--- src/rtl/jk_ff_pkg.sv ---
// Shared types and the per-bit next-state function for the multi-mode flip-flop bank.
package jk_ff_pkg;

  typedef enum logic [1:0] {
    MODE_JK = 2'b00,
    MODE_D  = 2'b01,
    MODE_T  = 2'b10,
    MODE_SR = 2'b11
  } mode_e;

  // Returns {illegal, q_next}; illegal only flags S=R=1 in SR mode, enable is applied by the caller.
  function automatic logic [1:0] next_state(input mode_e mode, input logic q,
                                            input logic j, input logic k);
    logic illegal;
    logic q_next;
    illegal = 1'b0;
    q_next  = q;
    unique case (mode)
      MODE_JK: begin
        unique case ({j, k})
          2'b00:   q_next = q;
          2'b01:   q_next = 1'b0;
          2'b10:   q_next = 1'b1;
          default: q_next = ~q;
        endcase
      end
      MODE_D:  q_next = j;
      MODE_T:  q_next = q ^ j;
      default: begin
        unique case ({j, k})
          2'b00:   q_next = q;
          2'b01:   q_next = 1'b0;
          2'b10:   q_next = 1'b1;
          default: begin
            q_next  = q;
            illegal = 1'b1;
          end
        endcase
      end
    endcase
    return {illegal, q_next};
  endfunction

endpackage

--- src/rtl/ff_cell.sv ---
// One flip-flop channel: combinational next state plus the bit register.
module ff_cell
  import jk_ff_pkg::*;
#(
  parameter logic RESET_BIT = 1'b0
) (
  input  logic  clk,
  input  logic  rst,
  input  logic  en,
  input  mode_e mode,
  input  logic  j,
  input  logic  k,
  output logic  q,
  output logic  q_next,
  output logic  illegal
);

  logic       q_reg;
  logic [1:0] ns;

  always_comb begin
    ns      = next_state(mode, q_reg, j, k);
    q_next  = en ? ns[0] : q_reg;
    illegal = en & ns[1];
  end

  always_ff @(posedge clk) begin
    if (rst) q_reg <= RESET_BIT;
    else     q_reg <= q_next;
  end

  assign q = q_reg;

endmodule

--- src/rtl/jk_ff_bank.sv ---
// Bank of WIDTH multi-mode flip-flops with a sticky illegal-SR flag and a saturating change counter.
module jk_ff_bank
  import jk_ff_pkg::*;
#(
  parameter int                 WIDTH     = 4,
  parameter logic [WIDTH-1:0]   RESET_VAL = {WIDTH{1'b0}},
  parameter int                 CNT_W     = 8
) (
  input  logic             clk,
  input  logic             rst,
  input  logic             en,
  input  logic [1:0]       mode,
  input  logic [WIDTH-1:0] j,
  input  logic [WIDTH-1:0] k,
  input  logic             err_clr,
  input  logic             cnt_clr,
  output logic [WIDTH-1:0] q,
  output logic [WIDTH-1:0] qbar,
  output logic             sr_err,
  output logic [CNT_W-1:0] chg_cnt
);

  localparam logic [CNT_W-1:0] CNT_MAX = {CNT_W{1'b1}};

  mode_e            mode_sel;
  logic [WIDTH-1:0] q_next;
  logic [WIDTH-1:0] illegal;
  logic             sr_err_reg, sr_err_next;
  logic [CNT_W-1:0] chg_cnt_reg, chg_cnt_next;

  assign mode_sel = mode_e'(mode);

  generate
    for (genvar gi = 0; gi < WIDTH; gi++) begin : g_cell
      ff_cell #(
        .RESET_BIT(RESET_VAL[gi])
      ) u_cell (
        .clk    (clk),
        .rst    (rst),
        .en     (en),
        .mode   (mode_sel),
        .j      (j[gi]),
        .k      (k[gi]),
        .q      (q[gi]),
        .q_next (q_next[gi]),
        .illegal(illegal[gi])
      );
    end
  endgenerate

  // A new illegal condition beats a same-cycle clear so no event is lost.
  always_comb begin
    sr_err_next = sr_err_reg;
    if (|illegal)    sr_err_next = 1'b1;
    else if (err_clr) sr_err_next = 1'b0;
  end

  always_comb begin
    chg_cnt_next = chg_cnt_reg;
    if (cnt_clr)
      chg_cnt_next = '0;
    else if ((q_next != q) && (chg_cnt_reg != CNT_MAX))
      chg_cnt_next = chg_cnt_reg + 1'b1;
  end

  always_ff @(posedge clk) begin
    if (rst) begin
      sr_err_reg  <= 1'b0;
      chg_cnt_reg <= '0;
    end else begin
      sr_err_reg  <= sr_err_next;
      chg_cnt_reg <= chg_cnt_next;
    end
  end

  assign qbar    = ~q;
  assign sr_err  = sr_err_reg;
  assign chg_cnt = chg_cnt_reg;

endmodule

--- config.mk ---
export PLATFORM = sky130hd
export DESIGN_NAME = jk_ff_bank
export DESIGN_NICKNAME = d
export VERILOG_FILES = /design/src/rtl/jk_ff_pkg.sv /design/src/rtl/ff_cell.sv /design/src/rtl/jk_ff_bank.sv
export SDC_FILE = /design/constraint.sdc
export NUM_CORES = 1
export LEC_CHECK = 0
export BUFFER_PORTS_ARGS = -buffer_cell sky130_fd_sc_hd__clkbuf_2
export CAP_MARGIN = 20
export CORE_MARGIN = 1
export CORE_UTILIZATION = 30
export CTS_CLUSTER_DIAMETER = 200
export CTS_CLUSTER_SIZE = 30
export DETAILED_ROUTE_END_ITERATION = 10
export PLACE_DENSITY = 0.57
export SYNTH_ARGS = -nofsm -noshare
export SYNTH_HDL_FRONTEND = slang
export SYNTH_SLANG_ARGS = --single-unit
--- constraint.sdc ---
create_clock -name clk -period 2.69 [get_ports clk]
set_input_delay 0.269 -clock clk [delete_from_list [all_inputs] [get_ports clk]]
set_output_delay 0.269 -clock clk [all_outputs]
set_load 0.05 [all_outputs]
==> run metrics <==
largest fanout on the critical path=7; Clock Sinks=13; vias in the first global route=between 1000 and 1500; Post-DP Area=between 1000 and 1500 um2; dominant cell by count in the synthesized netlist=dfxtp_1; post-CTS setup buffers=0; GRT Residual Overflow=0; CTS root buf=clkbuf_8; CTS Hold Bufs=0; status=finished clean; dpl hpwl=roughly 2300 um; Logic pwr share=34.2%; global-route usage over all layers=between 10% and 20%; RSZ-0062 raised after global routing=false; Design Area, Final=between 1000 and 1500 um2; Post-CTS Resized=0; Mapped Nets=168; Synth Instances=around 140; Period minus WS final=about 2000 ps; Worst Skew=2.49 ps; Pint=about 370 uW; Yosys top cell by area=dfxtp_1; Worst Tran Pin Value=roughly 440 ps; detailed-route DRC error count=0; Routed Antenna Nets=0; Switching Power=around 210 uW; CP startpoint kind=primary input; routed vias=around 1200; Routed WL=slightly below 3000 um; layout cells sized above 1=27.4%; H-Tree Depth=1; Fill cells=~430; Post-Syn Area per Cell=approximately 8.4 um2; Data required, critical path=2810 ps; Seq cells post-synth=13; Die X-Extent=~65 um; Worst EP arrival=2140 ps; Unique masters post-synth=45; DR WL/cell=13.7 um; multi-input logic area=about 830 um2; Final setup viols=0; number of flip-flops in the largest register=8; Initial Utilization=between 30% and 40%; Worst slew margin=~70%; clock-pin transition on the worst setup and hold timing paths=roughly 60 ps; Clk Latency, worst-skew pair=240 ps; NumNets Final=between 150 and 200; Power Dens Cells=around 420 nW/um2; Yosys top cell area share=21.6%; IO buf count=31; EDFF count, synth=0; Die H=around 65 um; clock share of power=30.1%; maxcap violations=0; CP Capture Type=register; post-route setup TNS=0 ps; TritonRoute pass-1 iters=4; CTS Buf Count=3; dpl cells=212; # IOs=32; Storage cell area=260 um2; Non-Filler Instances=between 200 and 250; die area=~4300 um2; number of antenna violations at the first check in global routing=0; Top FF cell, synth=dfxtp_1; Post-synth top cells=dfxtp_1 (13), a21oi_1 (12), ha_1 (9), nand2_1 (9); Lkg Pwr=0.000624 uW; TritonCTS clock tree=done; diode count=0; Clock Path Buffers=2; global-route wire length before repair=about 4700 um; Slew Limit Fails=0; DR vias/cell=5.38; period utilization=between 70 and 80%; Post-Syn Area=between 1000 and 1500 um2; WS Path Type=in2reg; HP Class=in2reg; Yosys Warn Count=0; Placement Rows=22; Max IR drop VDD=between 0.15 and 0.2 mV; total core area=between 3000 and 4000 um2; WHS=286 ps; endpoints failing hold=0; register share of total power=a little over a third; switch share=a little over a third; post-layout util=between 30% and 40%; FMAX=about 0.50 GHz; P&R area growth vs syn=14.8%; sequential fraction of the synthesis area=between 20% and 30%; largest cells by area after synthesis=dfxtp_1 (22%), ha_1 (9.3%), mux2i_1 (5.8%), a21oi_1 (5.0%), nand3_1 (3.3%); Async SR Flop Fraction=0%; GPL Wtd Cong=just over 0.8; largest net degree at the start of global routing=20; initial DRC count=47
## routing by layer
layer,routed length [um],track usage [%]
met5,0,0
met4,16,2.45
met3,132,3.30
met2,1460,25.6
met1,1340,16.6
## logic make-up after synthesis
family	after synthesis	share of synthesized area (%)
compound gates	39	25.2
xor+xnor	1	0.727
fa+ha+maj	9	9.35
buf+inv	19	9.35
flops	13	21.6
mux	7	5.82
simple gates	56	27.9
## placed cells by master (no fill, tap or decap), types with 4 or more instances in the layout
cell	netlist	layout
nand2_1	9	9
nor3_1	4	4
inv_1	8	8
clkbuf_2	0	31
o211ai_1	4	4
nor2_1	8	8
o21ai_1	6	6
a21oi_1	12	12
and3_1	5	5
nand3_1	8	8
dfxtp_1	13	13
mux2i_1	7	7
ha_1	9	9
## stage by stage
step           setup slack, ps  total power (uW)
2_1_floorplan              834               375
3_3_place_gp               567               408
3_5_place_dp               458               413
4_1_cts                    710               590
5_1_grt                    535               615
6_report                   678               586
## worst max-delay path, stage by stage
cell and delay, ps:
clkbuf_2 140, ha_1 360, nor3b_1 250, o21ai_0 110, a31oi_1 240, o21ai_1 160, nand3_1 150, nor4bb_1 390
nor4_2 60
## final timing paths
path | startpoint | endpoint | slack [ps] | cells past startpoint
worst min register to register | sr_err | sr_err | 470 | 2
worst min-delay path | err_clr | sr_err | 290 | 3
worst max register to register | g_cell[1].u_cell.q | chg_cnt[6] | 760 | 7
worst max-delay path | j[3] | chg_cnt[6] | 680 | 9
## layout make-up
| cell class | count | area share (%) |
|---|---|---|
| Multi-Input combinational cell | 112 | 60.1 |
| Sequential cell | 13 | 18.8 |
| Clock inverter | 1 | 0.362 |
| Clock buffer | 3 | 2.98 |
| Inverter | 8 | 2.17 |
| Tap cell | 48 | 4.34 |
| Timing Repair Buffer | 31 | 11.2 |
## power groups by stage
stage / Sequential, uW / Combinational (uW) / Clock (uW)
2_1_floorplan: 221 / 154 / 0
3_3_place_gp: 213 / 195 / 0
3_5_place_dp: 214 / 199 / 0
4_1_cts: 210 / 200 / 181
5_1_grt: 211 / 216 / 188
6_report: 209 / 200 / 176
(Power assumes the default switching activity.)
